`config.mk`:
```
export PLATFORM = sky130hd
export DESIGN_NAME = herald_mac_engine
export DESIGN_NICKNAME = d
export VERILOG_FILES = /design/src/rtl/herald_mac_pkg.sv /design/src/rtl/herald_seq_mult.sv /design/src/rtl/herald_mac_engine.sv
export SDC_FILE = /design/constraint.sdc
export NUM_CORES = 1
export LEC_CHECK = 0
export ABC_AREA = 1
export CAP_MARGIN = 20
export CORE_MARGIN = 4
export CORE_UTILIZATION = 30
export CTS_CLUSTER_DIAMETER = 200
export DETAILED_ROUTE_END_ITERATION = 8
export DONT_BUFFER_PORTS = 1
export PLACE_DENSITY = 0.41
export SETUP_SLACK_MARGIN = 0.1
export SYNTH_ARGS = -nofsm -noshare
export SYNTH_HDL_FRONTEND = slang
export SYNTH_SLANG_ARGS = --single-unit
export TNS_END_PERCENT = 100
```
`constraint.sdc`:
```
create_clock -name CLK -period 4.8 [get_ports CLK]
set_input_delay 0.96 -clock CLK [delete_from_list [all_inputs] [get_ports CLK]]
set_output_delay 0.96 -clock CLK [all_outputs]
set_load 0.03 [all_outputs]
```
`src/rtl/herald_mac_pkg.sv`:
```
// Shared encodings for the Herald MAC datapath: op codes, FSM states, Q12.12 limits.
// The byte-bus front end imports the same op constants.
package herald_mac_pkg;

   localparam int MAC_WIDTH = 24;
   localparam int MAC_FRAC  = 12;

   localparam logic [1:0] OP_MUL = 2'd0;
   localparam logic [1:0] OP_MAC = 2'd1;
   localparam logic [1:0] OP_MSU = 2'd2;
   localparam logic [1:0] OP_CLR = 2'd3;

   typedef enum logic [1:0] {
      ST_IDLE = 2'd0,
      ST_MUL  = 2'd1,
      ST_ACC  = 2'd2,
      ST_RESP = 2'd3
   } mac_state_t;

   localparam logic [MAC_WIDTH-1:0] SAT_MAX = 24'h7FFFFF;
   localparam logic [MAC_WIDTH-1:0] SAT_MIN = 24'h800000;

   // Half an LSB of the Q12.12 result, added before the arithmetic shift.
   localparam logic [2*MAC_WIDTH-1:0] RND_CONST = (2*MAC_WIDTH)'(1) << (MAC_FRAC - 1);

endpackage

```
`src/rtl/herald_seq_mult.sv`:
```
// Unsigned WIDTH x WIDTH shift-add multiplier, one multiplier bit per cycle, LSB first.
// done pulses for one cycle once all WIDTH steps have been applied.
module herald_seq_mult #(
   parameter int WIDTH = 24
) (
   input  logic                 CLK,
   input  logic                 RST_N,
   input  logic                 start,
   input  logic [WIDTH-1:0]     mcand_in,
   input  logic [WIDTH-1:0]     mplier_in,
   output logic                 done,
   output logic [2*WIDTH-1:0]   product
);

   localparam int CW = $clog2(WIDTH + 1);

   logic [WIDTH-1:0]   mcand_q, mcand_d;
   logic [2*WIDTH-1:0] prod_q, prod_d;
   logic [CW-1:0]      cnt_q, cnt_d;
   logic               done_q, done_d;
   logic [WIDTH:0]     step_sum;

   // Upper half accumulates partial products while the multiplier drains out of the lower half.
   always_comb begin
      mcand_d  = mcand_q;
      prod_d   = prod_q;
      cnt_d    = cnt_q;
      done_d   = 1'b0;
      step_sum = {1'b0, prod_q[2*WIDTH-1:WIDTH]} + {1'b0, mcand_q};
      if (start) begin
         mcand_d = mcand_in;
         prod_d  = {{WIDTH{1'b0}}, mplier_in};
         cnt_d   = CW'(WIDTH);
      end else if (cnt_q != '0) begin
         if (prod_q[0]) begin
            prod_d = {step_sum, prod_q[WIDTH-1:1]};
         end else begin
            prod_d = {1'b0, prod_q[2*WIDTH-1:1]};
         end
         cnt_d  = cnt_q - CW'(1);
         done_d = (cnt_q == CW'(1));
      end
   end

   always_ff @(posedge CLK or negedge RST_N) begin
      if (!RST_N) begin
         mcand_q <= '0;
         prod_q  <= '0;
         cnt_q   <= '0;
         done_q  <= 1'b0;
      end else begin
         mcand_q <= mcand_d;
         prod_q  <= prod_d;
         cnt_q   <= cnt_d;
         done_q  <= done_d;
      end
   end

   assign done    = done_q;
   assign product = prod_q;

endmodule

```
`src/rtl/herald_mac_engine.sv`:
```
// Q12.12 multiply / MAC / MSU / clear engine with a valid/ready response port.
// Optional sticky saturation flag output ovf when HERALD_MAC_OVF_FLAG_EN is defined.
//
//   state   | meaning
//   --------+------------------------------------------------------------
//   IDLE    | ready for a command; CLEAR completes here without a response
//   MUL     | shift-add core running on operand magnitudes
//   ACC     | signed product rounded, combined with acc and saturated
//   RESP    | result held on rsp_data until the consumer takes it
module herald_mac_engine
   import herald_mac_pkg::*;
#(
   parameter int WIDTH = MAC_WIDTH,
   parameter int FRAC  = MAC_FRAC
) (
   input  logic             CLK,
   input  logic             RST_N,
   input  logic [1:0]       cmd_op,
   input  logic [WIDTH-1:0] cmd_a,
   input  logic [WIDTH-1:0] cmd_b,
   input  logic             cmd_valid,
   output logic             cmd_ready,
   output logic [WIDTH-1:0] rsp_data,
   output logic             rsp_valid,
   input  logic             rsp_ready,
   output logic             busy
`ifdef HERALD_MAC_OVF_FLAG_EN
   ,
   output logic             ovf
`endif
);

   localparam int PW = 2 * WIDTH;
   localparam int SW = 2 * WIDTH + 1;
   localparam logic signed [PW-1:0] RND    = {{(PW-FRAC){1'b0}}, 1'b1, {(FRAC-1){1'b0}}};
   localparam logic signed [SW-1:0] LIM_HI = {{(WIDTH+2){1'b0}}, {(WIDTH-1){1'b1}}};
   localparam logic signed [SW-1:0] LIM_LO = {{(WIDTH+2){1'b1}}, {(WIDTH-1){1'b0}}};

   mac_state_t              state_q, state_d;
   logic [1:0]              op_q, op_d;
   logic                    sign_q, sign_d;
   logic signed [WIDTH-1:0] acc_q, acc_d;
   logic signed [PW-1:0]    p2_q, p2_d;
   logic [WIDTH-1:0]        rsp_data_q, rsp_data_d;
   logic                    rsp_valid_q, rsp_valid_d;

   logic                    accept;
   logic                    mult_start;
   logic                    mult_done;
   logic [PW-1:0]           mult_prod;
   logic [WIDTH-1:0]        mag_a, mag_b;
   logic signed [PW-1:0]    pq;
   logic signed [SW-1:0]    sum;
   logic [WIDTH-1:0]        r;

   assign accept     = cmd_valid && (state_q == ST_IDLE);
   assign mult_start = accept && (cmd_op != OP_CLR);
   // The most negative operand maps to itself, which is still the right unsigned magnitude.
   assign mag_a      = cmd_a[WIDTH-1] ? -cmd_a : cmd_a;
   assign mag_b      = cmd_b[WIDTH-1] ? -cmd_b : cmd_b;

   herald_seq_mult #(.WIDTH(WIDTH)) u_mult (
      .CLK       (CLK),
      .RST_N     (RST_N),
      .start     (mult_start),
      .mcand_in  (mag_a),
      .mplier_in (mag_b),
      .done      (mult_done),
      .product   (mult_prod)
   );

   always_comb begin
      pq = (p2_q + RND) >>> FRAC;
      case (op_q)
         OP_MAC:  sum = SW'(acc_q) + SW'(pq);
         OP_MSU:  sum = SW'(acc_q) - SW'(pq);
         default: sum = SW'(pq);
      endcase
      if (sum > LIM_HI) begin
         r = {1'b0, {(WIDTH-1){1'b1}}};
      end else if (sum < LIM_LO) begin
         r = {1'b1, {(WIDTH-1){1'b0}}};
      end else begin
         r = sum[WIDTH-1:0];
      end
   end

`ifdef HERALD_MAC_OVF_FLAG_EN
   logic ovf_q, ovf_d;
   logic clamp;
   assign clamp = (sum > LIM_HI) || (sum < LIM_LO);
`endif

   always_comb begin
      state_d     = state_q;
      op_d        = op_q;
      sign_d      = sign_q;
      acc_d       = acc_q;
      p2_d        = p2_q;
      rsp_data_d  = rsp_data_q;
      rsp_valid_d = rsp_valid_q;
`ifdef HERALD_MAC_OVF_FLAG_EN
      ovf_d       = ovf_q;
`endif
      case (state_q)
         ST_IDLE: begin
            if (accept) begin
               if (cmd_op == OP_CLR) begin
                  acc_d = '0;
`ifdef HERALD_MAC_OVF_FLAG_EN
                  ovf_d = 1'b0;
`endif
               end else begin
                  op_d    = cmd_op;
                  sign_d  = cmd_a[WIDTH-1] ^ cmd_b[WIDTH-1];
                  state_d = ST_MUL;
               end
            end
         end
         ST_MUL: begin
            if (mult_done) begin
               p2_d    = sign_q ? -$signed(mult_prod) : $signed(mult_prod);
               state_d = ST_ACC;
            end
         end
         ST_ACC: begin
            rsp_data_d  = r;
            rsp_valid_d = 1'b1;
            if ((op_q == OP_MAC) || (op_q == OP_MSU)) begin
               acc_d = $signed(r);
            end
`ifdef HERALD_MAC_OVF_FLAG_EN
            ovf_d = ovf_q | clamp;
`endif
            state_d = ST_RESP;
         end
         ST_RESP: begin
            if (rsp_ready) begin
               rsp_valid_d = 1'b0;
               state_d     = ST_IDLE;
            end
         end
         default: state_d = ST_IDLE;
      endcase
   end

   always_ff @(posedge CLK or negedge RST_N) begin
      if (!RST_N) begin
         state_q     <= ST_IDLE;
         op_q        <= OP_MUL;
         sign_q      <= 1'b0;
         acc_q       <= '0;
         p2_q        <= '0;
         rsp_data_q  <= '0;
         rsp_valid_q <= 1'b0;
`ifdef HERALD_MAC_OVF_FLAG_EN
         ovf_q       <= 1'b0;
`endif
      end else begin
         state_q     <= state_d;
         op_q        <= op_d;
         sign_q      <= sign_d;
         acc_q       <= acc_d;
         p2_q        <= p2_d;
         rsp_data_q  <= rsp_data_d;
         rsp_valid_q <= rsp_valid_d;
`ifdef HERALD_MAC_OVF_FLAG_EN
         ovf_q       <= ovf_d;
`endif
      end
   end

   assign cmd_ready = (state_q == ST_IDLE);
   assign busy      = (state_q != ST_IDLE);
   assign rsp_data  = rsp_data_q;
   assign rsp_valid = rsp_valid_q;
`ifdef HERALD_MAC_OVF_FLAG_EN
   assign ovf       = ovf_q;
`endif

endmodule

```
**Yosys cells after proc, flatten, opt, wreduce, memory -nomap -nowiden**

Index checks and enable logic that the tools add are counted.
Widths: inputs -> output; s select.

- Bitwise operators: 2
- Reduce and logical (&&, ||, !) cells: 14
- Equal/unequal tests: 14
- Multipliers: 0
- $lt $le $gt $ge: 2
- Shift operators: 0
- Div/mod/pow operators: 0
- Add/sub/neg operators: 8
- Mux-type cells: 24

Operator list:

| kind | number |
|---|---|
| $mux 48 | 4 |
| $mux 24 | 7 |
| $pmux 49 s2 | 1 |
| $gt 49x24->1 const B | 1 |
| $lt 49x24->1 const B | 1 |
| $add 48x13->48 const B | 1 |
| $neg 24->24 | 2 |
| $neg 48->48 | 1 |
| $pmux 24 s2 | 1 |
| $add 24x36->37 | 1 |
| $sub 24x36->37 | 1 |
| $add 24x24->25 | 1 |
| $mux 5 | 2 |
| $eq 2x2->1 const B | 4 |
| $mux 2 | 4 |
| $ne 2x2->1 const B | 4 |
| $pmux 2 s4 | 1 |
| $reduce_and 4->1 | 2 |
| $reduce_bool 2->1 | 4 |
| $ne 2x1->1 const B | 3 |
| $eq 5x1->1 const B | 1 |
| $reduce_bool 5->1 | 1 |
| $sub 5x1->5 const B | 1 |
| $eq 2x1->1 const B | 2 |
| 9 further kinds | 13 |

- Input port bits: 54
- Bits in read-only memories: 0
- Word-level logic and storage cells: 75
- Output and inout bits: 27
- Latch bits: 0
- Register bits after elaboration: 180
- RAM bits: 0
- Memories kept: 0

**Logic depth before layout (Yosys ltp)**

Gate-level depths: netlist of run 1.

- Depth in word-level cells: 8
- Mapped depth: 35
- Mapped depth without buffers: 34

**Cells and area by module**

From an unflattened synthesis of run 1, not the netlist that was laid out.

- Cell total of the unflattened synthesis: 2428
- Area total of the unflattened synthesis: 15426.0 um2

By module, submodules not included:

| module | area each (um2) | seq. area each (um2) | times used | cells each |
|---|---|---|---|---|
| herald_mac_engine | 10262.3 | 2277.2 | 1 | 1678 |
| herald_seq_mult | 5163.7 | 1951.9 | 1 | 750 |

**Worst setup path before layout of run 1**

Ideal clock, no wire load.

- Path kind: register to register
- Start point: register p2_q[12]
- End point: register rsp_data_q[13] (netlist: rsp_data[13])
- Data required time: 4668 ps
- Slack: 388 ps
- Buffers on the path: 1
- Library setup time: 132 ps
- Period minus slack after synthesis: 4412 ps
- Arrival time: 4280 ps
- Cell stages (with the launch flop): 34
- Cells stage by stage: dfrtp_1 ha_1 nand2_2 nor2_4 nand2_2 nand2_1 nand2_1 nor2_1 nand4_1 nor3_2 nand3_1 nor3_2 nand4_1 o21ai_0 xor2_1 ha_1 nand2_1 nor2_1 inv_1 nor4_1 o21ai_0 nand3_1 nand3_1 nand2_1 inv_1 nand3_2 nand3_2 nand2_2 nand2_2 buf_4 nand2_1 nand2_1 nand2_1 o21ai_1

- Longest elaborated chain between the ends: 6
- Elaborated cells between the ends (all ways): 8
- Those cells by class: add/sub (3); order compare (2); mux (3)

RTL lines:

| element | RTL line | source |
|---|---|---|
| from (decl) | herald_mac_engine.sv:43 | `logic signed [PW-1:0] p2_q, p2_d;` |
| from (signal assigned) | herald_mac_engine.sv:164 | `p2_q <= p2_d;` |
| $add 48x13->48 * | herald_mac_engine.sv:73 | `pq = (p2_q + RND) >>> FRAC;` |
| $sub 24x36->37 / $add 24x36->37 (equally long branches) | herald_mac_engine.sv:76, herald_mac_engine.sv:75 |  |
| $pmux 49 s2 * | herald_mac_engine.sv:74 | `case (op_q)` |
| $lt 49x24->1 | herald_mac_engine.sv:81 | `end else if (sum < LIM_LO) begin` |
| $mux 24 | herald_mac_engine.sv:81 |  |
| $mux 24 * | herald_mac_engine.sv:79 | `if (sum > LIM_HI) begin` |
| to (signal assigned) | herald_mac_engine.sv:165 | `rsp_data_q <= rsp_data_d;` |
| to (decl) | herald_mac_engine.sv:44 | `logic [WIDTH-1:0] rsp_data_q, rsp_data_d;` |

Every way passes the cells marked *; elsewhere a longest branch is shown, timed or not.
A chain may end at the register's enable or synchronous reset.

**Final worst setup path of run 1**

- Start point: register p2_q[11]
- End point: register acc_q[7]

- Longest elaborated chain between the ends: 8
- Elaborated cells between the ends (all ways): 10
- Those cells by class: add/sub (3); order compare (2); mux (5)

RTL lines:

| element | RTL line | source |
|---|---|---|
| $add 48x13->48 * | herald_mac_engine.sv:73 |  |
| $sub 24x36->37 / $add 24x36->37 (equally long branches) | herald_mac_engine.sv:76, herald_mac_engine.sv:75 |  |
| $pmux 49 s2 * | herald_mac_engine.sv:74 |  |
| $lt 49x24->1 | herald_mac_engine.sv:81 |  |
| $mux 24 | herald_mac_engine.sv:81 |  |
| $mux 24 * | herald_mac_engine.sv:79 |  |
| $mux 24 * | herald_mac_engine.sv:129 | `if ((op_q == OP_MAC) \|\| (op_q == OP_MSU)) begin` |
| $pmux 24 s2 * | herald_mac_engine.sv:105 | `case (state_q)` |
| to (signal assigned) | herald_mac_engine.sv:152 | `acc_q <= '0;` |
| to (signal assigned) | herald_mac_engine.sv:163 | `acc_q <= acc_d;` |
| to (decl) | herald_mac_engine.sv:42 | `logic signed [WIDTH-1:0] acc_q, acc_d;` |

Every way passes the cells marked *; elsewhere a longest branch is shown, timed or not. The select of a mux whose other input is x is not followed.

==> reports/qor.csv, run 1 <==
stage,metric,value,unit
cts,cts_root_buf,clkbuf_16,
cts,cts_tree,done,
synthesis,synth_fp_nets,2397,
cts,numClockSinks,169,
synthesis,synth-seq-cells,169,
floorplanning,die_area,53100,sq um
power,swShare,51.4,%
floorplanning,dieHeight,231,um
synthesis,synth_top_cell_area_share,28.5,%
global_route,grt_start_max_net_pins,170,
power,power_frac_seq,19.1,%
sta,worst_pin_slew,1050,ps
global_route,globalRoute.totalOverflow,0,
sta,final_max_slew_viol_count,0,
critical_path,cp-end-kind,flip-flop,
power,ir_drop,307,uV
synthesis,synth.cells.most_frequent,"nand2_1 (604), inv_1 (250), nor2_1 (228), o21ai_0 (207), dfrtp_1 (169)",
cts,hold_buffers,0,
sta,period_minus_slack,5200,ps
sta,clock.fmax,192,MHz
place,gp_congestion,0.866,
sta,fin_crit_sh,108,%
finish,drive_above_1_share,19.3,%
place,post-place-ws,-806,ps
synthesis,synth_top_flop_cell,dfrtp_1,
synthesis,synth-simple-area-share,33.4,%
critical_path,cp_slowest_cell,dfrtp_1,
cts,cts.reportedPaths.clkPinSlew,70,ps
power,power_per_cell_area,833,nW/um^2
place,place_area,17000,sq um
cts,cts-htree-levels,4,
routing,ant_nets,0,
floorplanning,start_util,30.3,%
sta,setup_slack,-403,ps
synthesis,synthMuxAreaShare,0,%
floorplanning,die_w,231,um
synthesis,syn_area_per_cell,6.55,sq um
cts,cts_buffer_depth,2,
critical_path,path_max_fanout,4,
synthesis,ys_top_cells_by_area,"dfrtp_1 (28%), nand2_1 (15%), o21ai_0 (7.0%)",
critical_path,critPathKind,flip-flop to flip-flop,
synthesis,synth_top_family_by_area,simple AND/OR/NAND/NOR gates,
power,p_clk_share,9.3,%
power,combPwrFrac,71.6,%
critical_path,required,5220,ps
synthesis,synth_cell_types,53,
critical_path,arrival,5620,ps
finish,num_antenna_cells,0,
place,io_buffers,0,
floorplanning,coreArea,49000,sq um
synthesis,synth_adder_area_share,6.33,%
place,hpwl,39.5,mm
cts,cts_made_buffers,17,
synthesis,synth_xor_area_share,6.78,%
power,switchingPower,0.00799,W
worst_hold_path,min-delay-path-class,input pin to asynchronous set/reset pin,
sta,setup_violations,48,
global_route,grt_usage,19.0,%
routing,drc,0,
synthesis,async_reset_ff_share,100,%
synthesis,ys_warn_count,0,
floorplanning,num_rows,81,
synthesis,yosysSeqAreaShare,28.5,%
routing,wl_per_cell,16.0,um
synthesis,synth_compound_area_share,16.6,%
routing,wirelength,50.6,mm
routing,vias_per_cell,4.80,
sta,max-slew-margin-rel,30.2,%
run_status,status,"finished, violations left",
power,p_leak,8.86,nW
sta,finalClockSkew,18.0,ps
cts,insertion_delay,470,ps
job,drv_cap,0,
global_route,grt_pass1_vias,15300,
synthesis,synthCells,2269,
synthesis,yosysMostFrequentCell,nand2_1,
global_route,antenna_found_initial,0,
critical_path,start_kind,flip-flop,
finish,fin_nets,2609,
global_route,grt_pass1_wl,81.0,mm
routing,first_pass_iters,5,
routing,vias,15200,
finish,fillers,5309,
run_status,violations,negative setup slack,
synthesis,synth_area,14900,sq um
sta,hold_viol,0,
finish,design_area,18700,sq um
critical_path,slowest_delay,420,ps
floorplanning,ios,81,
routing,first_iter_violations,730,
critical_path,crit_top_cell,buf_4,
synthesis,synth_edf_count,0,
sta,rsz0062_at_grt,true,
power,power.internal,0.00757,W
synthesis,yosys.area.top_type,dfrtp_1,
finish,syn2layout_area_growth,25.7,%
-- worst max-delay path, delay by kind of cell (launching register included) --
family / cells / cell delay, ps
adders and majority gates: 1 / 200
DFF: 1 / 420
and+or+nand+nor: 9 / 650
buffers and inverters: 31 / 3730
AOI/OAI and AO/OA: 1 / 150
-- through the flow --
step                      TNS, ps  power (W)  hold slack (ps)  instances  util (%)
after floorplan                 0    0.00915              446       2269         -
after global placement     -32970     0.0126              470       3077      34.7
after detailed placement   -36760     0.0126              469       3077      34.7
after CTS                  -11970     0.0151              155       3150      37.4
after global routing       -31350     0.0171              168       3158      38.2
final                      -12680     0.0156              201       3158      38.2
-- final timing paths --
kind | start | endpoint | slack [ps] | cells after the start
min in group CLK | acc_q[0] | acc_q[0] | 480 | 2
worst max register to register | p2_q[11] | acc_q[7] | -400 | 42
worst min-delay path | RST_N | acc_q[23] | 200 | 0
worst max-delay path | p2_q[11] | acc_q[7] | -400 | 42
worst min register to register | acc_q[0] | acc_q[0] | 480 | 2
max in group asynchronous | RST_N | p2_q[29] | 4090 | 0
-- area by class of cell --
type                       count  area, sq um  share of cell area [%]
sequential                   169         4230                    22.7
clock buffer                  23          508                    2.72
tap                          664          831                    4.45
multi-input combinational   1775         9920                    53.1
inverter                     258          968                    5.19
clock inverter                 9          100                   0.536
timing repair buffer         260         2120                    11.3
-- layer usage --
metal,GRT usage (%),part of all wire (%)
met5,0,0
met1,23.6,44
met4,5.84,2.4
met2,34.1,50
met3,2.55,2.8
-- layout by cell type (no fill, tap or decap), drive strengths merged, types with 2 or more instances in the layout --
| cell | count |
|---|---|
| o22ai | 14 |
| a31oi | 10 |
| fa | 2 |
| o31ai | 7 |
| dfrtp | 169 |
| buf | 258 |
| nand3b | 9 |
| nor2 | 248 |
| o21a | 6 |
| nand2 | 623 |
| a21oi | 112 |
| xor2 | 83 |
| o221ai | 5 |
| a22oi | 12 |
| nor3b | 4 |
| o41ai | 2 |
| nor4 | 12 |
| nor3 | 46 |
| xnor2 | 32 |
| o21ai | 230 |
| a41oi | 2 |
| inv | 260 |
| o211ai | 17 |
| nand4 | 26 |
| o21bai | 12 |
| clkbuf | 25 |
| ha | 72 |
| a21boi | 4 |
| nand3 | 153 |
| a21o | 5 |
| clkinv | 5 |
| or2 | 22 |
-- repair_timing --
item                                    in CTS  in global routing
cloned                                       4                  2
gates resized for setup                     73                 87
setup buffers                               37                  6
pin swaps                                   19                 22
endpoints found under the setup margin      48                 48
-- state kept, by name, summed over array words and instances, names as in the netlist --
signal / flops
acc_q: 24
op_q: 2
p2_q: 37
rsp_data: 24
rsp_valid: 1
sign_q: 1
state_q: 2
u_mult.cnt_q: 5
u_mult.done: 1
u_mult.mcand_q: 24
u_mult.product: 48
-- power by group through the flow --
| stage | Sequential, W | Clock (W) | Combinational [W] |
|---|---|---|---|
| floorplan | 0.00276 | 0 | 0.00639 |
| global placement | 0.00299 | 0 | 0.00963 |
| detailed placement | 0.00300 | 0 | 0.00965 |
| CTS | 0.00298 | 0.00150 | 0.0106 |
| global route | 0.00309 | 0.00155 | 0.0125 |
| finish | 0.00298 | 0.00145 | 0.0111 |
-- logic make-up (layout without fill, tap and decap cells) --
family / after synthesis / in the layout
AO/OA/AOI/OAI: 441 / 441
XOR/XNOR: 115 / 115
adder cells (fa/ha/maj): 74 / 74
buffers and inverters: 325 / 550
flip-flops: 169 / 169
AND/OR/NAND/NOR: 1145 / 1145
Note: power is estimated with default switching activity, not from simulation.
==> inputs of run 2 (changes only) <==
--- a/config.mk
+++ b/config.mk
@@ -12,8 +12,7 @@
 export CTS_CLUSTER_DIAMETER = 200
 export DETAILED_ROUTE_END_ITERATION = 8
 export DONT_BUFFER_PORTS = 1
-export PLACE_DENSITY = 0.41
-export SETUP_SLACK_MARGIN = 0.1
+export PLACE_DENSITY = 0.42
 export SYNTH_ARGS = -nofsm -noshare
 export SYNTH_HDL_FRONTEND = slang
 export SYNTH_SLANG_ARGS = --single-unit
==> constraint.sdc (replaced) <==
create_clock -name CLK -period 4.27 [get_ports CLK]
set_input_delay 0.854 -clock CLK [delete_from_list [all_inputs] [get_ports CLK]]
set_output_delay 0.854 -clock CLK [all_outputs]
set_load 0.03 [all_outputs]
==> run 2 against run 1 <==
The run still ends with negative setup slack left. Non-clock buffer count is 89 higher. Sequential power rose by 12%. Die area did not move. Flip-flop and latch count did not move. Register-to-register slack worse by 450 ps. Final cell count is 2.8% higher. Setup slack worse by 450 ps. Hold slack lost 95 ps. Combinational power rose by 21%. Clock-buffer cell count is 6 lower. Critical path type unchanged.
==> reports/qor.csv, run 2 (synthesized netlist as in run 1, its figures left out) <==
stage,metric,value,unit,change
sta,period_minus_slack,5120,ps,-79.7 ps
global_route,grt_pass1_vias,15300,,+0.35%
power,power,0.0184,W,+18%
finish,largest_reg_flops,48,,unchanged
finish,num_antenna_cells,0,,unchanged
routing,wirelength,51.5,mm,+1.7%
sta,worst_hold_slack,106,ps,-94.6 ps
floorplanning,die_w,231,um,unchanged
critical_path,arrival,5460,ps,-160 ps
global_route,grt_start_max_net_pins,170,,unchanged
global_route,antenna_found_initial,0,,unchanged
sta,hold_viol,0,,unchanged
critical_path,cp_slowest_cell,dfrtp_1,,
routing,vias_per_cell,4.74,,-1.4%
place,hpwl,40.3,mm,+2.1%
routing,vias,15400,,+1.4%
cts,cts.reportedPaths.clkPinSlew,70,ps,about the same
sta,clock.fmax,195,MHz,+1.6%
critical_path,required,4610,ps,-610 ps
floorplanning,num_rows,81,,unchanged
power,p_leak,9.32,nW,+5.2%
sta,rsz0062_at_grt,true,,
finish,final_util,40.0,%,+1.8 points
cts,cts_root_buf,clkbuf_16,,
global_route,grt_pass1_wl,80.6,mm,-0.56%
global_route,grt_usage,19.0,%,+0.037 points
critical_path,cp-end-kind,flip-flop,,
cts,cts_made_buffers,17,,unchanged
floorplanning,ios,81,,unchanged
place,post-place-ws,-1210,ps,-403 ps
routing,ant_nets,0,,unchanged
finish,fin_nets,2698,,+3.4%
critical_path,slowest_delay,430,ps,about the same
power,power_per_cell_area,939,nW/um^2,+13%
floorplanning,start_util,30.3,%,unchanged
cts,hold_buffers,0,,unchanged
sta,fin_crit_sh,120,%,+12 points
finish,drive_above_1_share,24.0,%,+4.7 points
floorplanning,dieHeight,231,um,unchanged
finish,syn2layout_area_growth,31.8,%,
critical_path,crit_top_cell,nand2_1,,
sta,final_max_slew_viol_count,0,,unchanged
cts,cts_tree,done,,
floorplanning,die_area,53100,sq um,unchanged
place,io_buffers,0,,unchanged
sta,finalClockSkew,20.0,ps,+1.97 ps
job,drv_cap,0,,unchanged
global_route,globalRoute.totalOverflow,0,,unchanged
place,gp_congestion,0.904,,+4.3%
sta,setup_slack,-853,ps,-450 ps
cts,cts-htree-levels,4,,unchanged
run_status,status,"finished, violations left",,
critical_path,critPathKind,flip-flop to flip-flop,,
routing,first_iter_violations,748,,+2.5%
finish,final_common_cell,nand2_1,,
sta,max-slew-margin-rel,34.0,%,+3.8 points
sta,worst_pin_slew,989,ps,-56.5 ps
cts,numClockSinks,169,,unchanged
worst_hold_path,min-delay-path-class,input pin to asynchronous set/reset pin,,
floorplanning,coreArea,49000,sq um,unchanged
routing,wl_per_cell,15.8,um,-1.1%
critical_path,path_max_fanout,6,,+2
run_status,violations,negative setup slack,,
finish,most-common-layout-cells,"nand2_1 (541), buf_4 (330), inv_1 (240), nor2_1 (206), o21ai_0 (187)",,
routing,drc,0,,unchanged
sta,setup_violations,48,,unchanged
routing,first_pass_iters,5,,unchanged
cts,insertion_delay,480,ps,about the same
power,ir_drop,333,uV,+8.5%
critical_path,start_kind,flip-flop,,
cts,cts_buffer_depth,2,,unchanged
run 2: cell types whose count changed in the layout (fill, tap and decap cells not counted), sizes merged:
cell / delta
inv: -1
bufinv: +1
clkbuf: -6
clkinv: +7
buf: +89
clkinvlp: -1
run 2: power breakdown:
part	total [W]	leakage (nW)	switching, W	internal [W]
sequential	0.00335	2.11	0.00101	0.00233
combinational	0.0134	6.90	0.00749	0.00591
clock	0.00164	0.303	0.000751	0.000884
total	0.0184	9.32	0.00925	0.00913
run 2: worst paths after layout:
kind	cells after the start	to	start	slack (ps)
worst max-delay path	33	rsp_data[21]	p2_q[11]	-850
worst min-delay path	0	acc_q[20]	RST_N	110
worst max register to register	33	rsp_data[21]	p2_q[11]	-850
worst min register to register	2	op_q[1]	op_q[1]	480
max in group asynchronous	0	u_mult.mcand_q[9]	RST_N	3610
min in group CLK	2	op_q[1]	op_q[1]	480
run 2: routing by layer:
layer / up-vias / global-route usage [%] / routed length [um] / part of all wire, %
met5: - / 0 / 0 / 0
met4: 0 / 5.63 / 1090 / 2.1
met3: 52 / 2.62 / 1330 / 2.6
met2: 189 / 34.4 / 26300 / 51
met1: 7051 / 23.5 / 22800 / 44
li1: 8083 / - / - / -
run 2: cell type report:
| type | instances | area, sq um |
|---|---|---|
| tap | 664 | 831 |
| timing repair buffer | 349 | 2800 |
| sequential | 169 | 4230 |
| multi-input combinational | 1775 | 10100 |
| fill | 5306 | 29400 |
| clock buffer | 17 | 425 |
| clock inverter | 15 | 189 |
| inverter | 258 | 971 |
run 2: worst max-delay path: cells and delay by family, from the launching register on:
kind	cells	cell delay, ps
adder cells (fa/ha/maj)	2	540
flip-flops	1	430
buffers and inverters	5	680
AND/OR/NAND/NOR	18	2260
AO/OA/AOI/OAI	7	870
XOR/XNOR	1	210
run 2: per-stage QoR:
stage               setup TNS [ps]  cells  cell area [sq um]
floorplan                    -3120   2269              14900
global placement            -48150   3188              17900
global route                -51230   3247              19600
detailed placement          -54960   3188              17900
CTS                         -41910   3234              19000
finish                      -38610   3247              19600
run 2: timing repair:
action / in CTS / in global routing
buffers inserted: 12 / 13
setup endpoints to repair: 48 / 48
resized for setup: 86 / 128
cloned: 3 / 2
pin swaps: 34 / 68
==> inputs of run 3 (changes only) <==
--- a/config.mk
+++ b/config.mk
@@ -8,11 +8,12 @@
 export ABC_AREA = 1
 export CAP_MARGIN = 20
 export CORE_MARGIN = 4
-export CORE_UTILIZATION = 30
+export CORE_UTILIZATION = 40
+export CTS_BUF_LIST = sky130_fd_sc_hd__clkbuf_4 sky130_fd_sc_hd__clkbuf_8 sky130_fd_sc_hd__clkbuf_16
 export CTS_CLUSTER_DIAMETER = 200
 export DETAILED_ROUTE_END_ITERATION = 8
 export DONT_BUFFER_PORTS = 1
-export PLACE_DENSITY = 0.42
+export PLACE_DENSITY = 0.53
 export SYNTH_ARGS = -nofsm -noshare
 export SYNTH_HDL_FRONTEND = slang
 export SYNTH_SLANG_ARGS = --single-unit
==> constraint.sdc (replaced) <==
create_clock -name CLK -period 4.3 [get_ports CLK]
set_input_delay 0.86 -clock CLK [delete_from_list [all_inputs] [get_ports CLK]]
set_output_delay 0.86 -clock CLK [all_outputs]
set_load 0.03 [all_outputs]
==> run 3 against run 2 <==
Clock-buffer cell count grew 3. Largest cell class unchanged. Sequential power is essentially flat. Die area is 24% lower. Critical path depth grew 2. Core utilization increased by 11 points. First-iteration DRC count decreased by 1.6%. Cell area is 5.5% lower. Via count down 0.71%. Global-route usage increased by 4.1 points. Routed wire length down 8.1%. Setup slack gained 55 ps. Clock skew is 3.7 ps lower. The flow still finishes with violations (negative setup slack).
==> reports/qor.csv, run 3 (synthesized netlist as in run 1, its figures left out) <==
stage,metric,value,unit,change
critical_path,rr_endpoint,rsp_data[21],,
finish,final_common_cell,nand2_1,,
sta,final_max_slew_viol_count,0,,unchanged
place,hpwl,37.4,mm,-7.4%
floorplanning,coreArea,36600,sq um,-25%
power,p_leak,9.01,nW,-3.3%
global_route,globalRoute.totalOverflow,0,,unchanged
critical_path,critical-path-top-delay-family,simple AND/OR/NAND/NOR gates,,
finish,num_antenna_cells,0,,unchanged
critical_path,reg2reg_slack,-800,ps,+50 ps
routing,ant_nets,0,,unchanged
routing,first_iter_violations,736,,-1.6%
floorplanning,die_area,40300,sq um,-24%
routing,vias_per_cell,5.08,,+7.2%
sta,period_minus_slack,5100,ps,-24.9 ps
routing,wirelength,47.3,mm,-8.1%
critical_path,start_kind,flip-flop,,
sta,clock.fmax,196,MHz,+0.49%
cts,insertion_delay,450,ps,-30 ps
critical_path,slowest_delay,420,ps,about the same
global_route,antenna_found_initial,1,,+1
critical_path,required,4600,ps,about the same
finish,most-common-layout-cells,"nand2_1 (574), buf_4 (298), inv_1 (247), nor2_1 (218), o21ai_0 (195)",,
cts,cts_made_buffers,17,,unchanged
finish,fin_nets,2654,,-1.6%
routing,vias,15300,,-0.71%
global_route,grt_use_met3,2.68,%,+0.066 points
finish,final_util,50.5,%,+11 points
sta,worst_pin_slew,994,ps,+4.41 ps
floorplanning,die_w,201,um,-13%
run_status,status,"finished, violations left",,
sta,max-slew-margin-rel,33.7,%,-0.29 points
critical_path,cp_num_cells,35,,+6.1%
critical_path,crit_top_cell,nand2_1,,
global_route,busiest_layer,met2,,
sta,setup_violations,48,,unchanged
critical_path,arrival,5400,ps,-60 ps
sta,finalClockSkew,16.3,ps,-3.67 ps
critical_path,r2r_start,p2_q[12],,
run_status,violations,negative setup slack,,
cts,cts-htree-levels,4,,unchanged
place,gp_congestion,0.950,,+5.2%
cts,cts_buffer_depth,2,,unchanged
critical_path,cp-end-kind,flip-flop,,
cts,numClockSinks,169,,unchanged
floorplanning,start_util,40.6,%,+10 points
cts,cts_tree,done,,
sta,rsz0062_at_grt,true,,
critical_path,path_buf_inv,3,,-2
sta,fin_crit_sh,119,%,-1.4 points
cts,hold_buffers,0,,unchanged
floorplanning,dieHeight,201,um,-13%
critical_path,path_max_fanout,5,,-1
routing,wl_per_cell,15.7,um,-0.75%
global_route,use_met1,29.0,%,+5.5 points
critical_path,cp_slowest_cell,dfrtp_2,,
critical_path,endpoint,rsp_data[21],,
floorplanning,ios,81,,unchanged
floorplanning,num_rows,70,,-14%
critical_path,r2r_cells,35,,+6.1%
worst_hold_path,min-delay-path-class,input pin to asynchronous set/reset pin,,
job,drv_cap,0,,unchanged
global_route,grt_usage,23.1,%,+4.1 points
finish,syn2layout_area_growth,24.5,%,
sta,hold_viol,0,,unchanged
cts,cts_root_buf,clkbuf_16,,
cts,cts.reportedPaths.clkPinSlew,70,ps,about the same
routing,first_pass_iters,5,,unchanged
routing,drc,0,,unchanged
power,ir_drop,383,uV,+15%
finish,largest_reg_flops,48,,unchanged
global_route,grt_start_max_net_pins,170,,unchanged
global_route,grt_pass1_wl,76.9,mm,-4.5%
global_route,grt_pass1_vias,15200,,-0.86%
finish,drive_above_1_share,19.6,%,-4.4 points
power,power_per_cell_area,931,nW/um^2,-0.87%
critical_path,critPathKind,flip-flop to flip-flop,,
place,io_buffers,0,,unchanged
global_route,grtUsageMet2,40.9,%,+6.5 points
sta,setup_slack,-798,ps,+54.9 ps
sta,tns,-36030,ps,+2590 ps
critical_path,crit_path_start,p2_q[12],,
[run 3: cell count changes in the layout (fill, tap and decap cells not counted), sizes merged]
cell	change
buf	-44
clkbuf	+3
clkinvlp	+1
inv	+1
bufinv	-1
clkinv	-4
[run 3: repair_timing]
item	CTS	global route
pin swaps	5	32
gates cloned	0	3
gates resized for setup	24	80
setup endpoints to repair	48	48
buffers inserted	3	6
[run 3: cell type report]
cell class / instances / area, sq um
Multi-Input combinational cell: 1775 / 9760
Sequential cell: 169 / 4230
Timing Repair Buffer: 305 / 2360
Fill cell: 3780 / 18100
Clock inverter: 12 / 113
Tap cell: 468 / 586
Clock buffer: 20 / 460
Inverter: 258 / 971
[run 3: layer usage]
| layer | up-vias | part of all wire [%] |
|---|---|---|
| met5 | - | 0 |
| met3 | 81 | 2.4 |
| met1 | 6981 | 45 |
| met4 | 0 | 3.5 |
| met2 | 228 | 49 |
| li1 | 7976 | - |
[run 3: per-stage QoR]
stage / cell area, sq um / std cells / total power, W / worst slack, ps / hold slack [ps]
finish: 18500 / 3007 / 0.0172 / -798 / 120
floorplan: 14900 / 2269 / 0.0103 / -56.9 / 446
CTS: 18100 / 2998 / 0.0166 / -661 / 92.0
detailed placement: 17400 / 2963 / 0.0148 / -994 / 472
global route: 18500 / 3007 / 0.0189 / -1150 / 94.9
global placement: 17400 / 2963 / 0.0147 / -1000 / 466
[run 3: worst min path at each step]
stage | slack (ps) | to | cells after the start | start
global route | 90 | acc_q[20] | 0 | RST_N
floorplan | 450 | op_q[1] | 2 | op_q[1]
finish | 120 | acc_q[20] | 0 | RST_N
global placement | 470 | op_q[1] | 2 | op_q[1]
CTS | 90 | acc_q[20] | 0 | RST_N
detailed placement | 470 | op_q[1] | 2 | op_q[1]
[run 3: where the power goes]
group	total, W	internal, W	switching [W]
Sequential	0.00332	0.00232	0.00100
Clock	0.00154	0.000842	0.000694
Combinational	0.0123	0.00535	0.00700
[run 3: worst register-to-register path, delay by kind of cell (launching register included)]
family / cells / cell delay (ps)
buf+inv: 3 / 470
flops: 1 / 420
xor+xnor: 1 / 230
simple gates: 24 / 2770
compound gates: 5 / 630
fa+ha+maj: 2 / 430
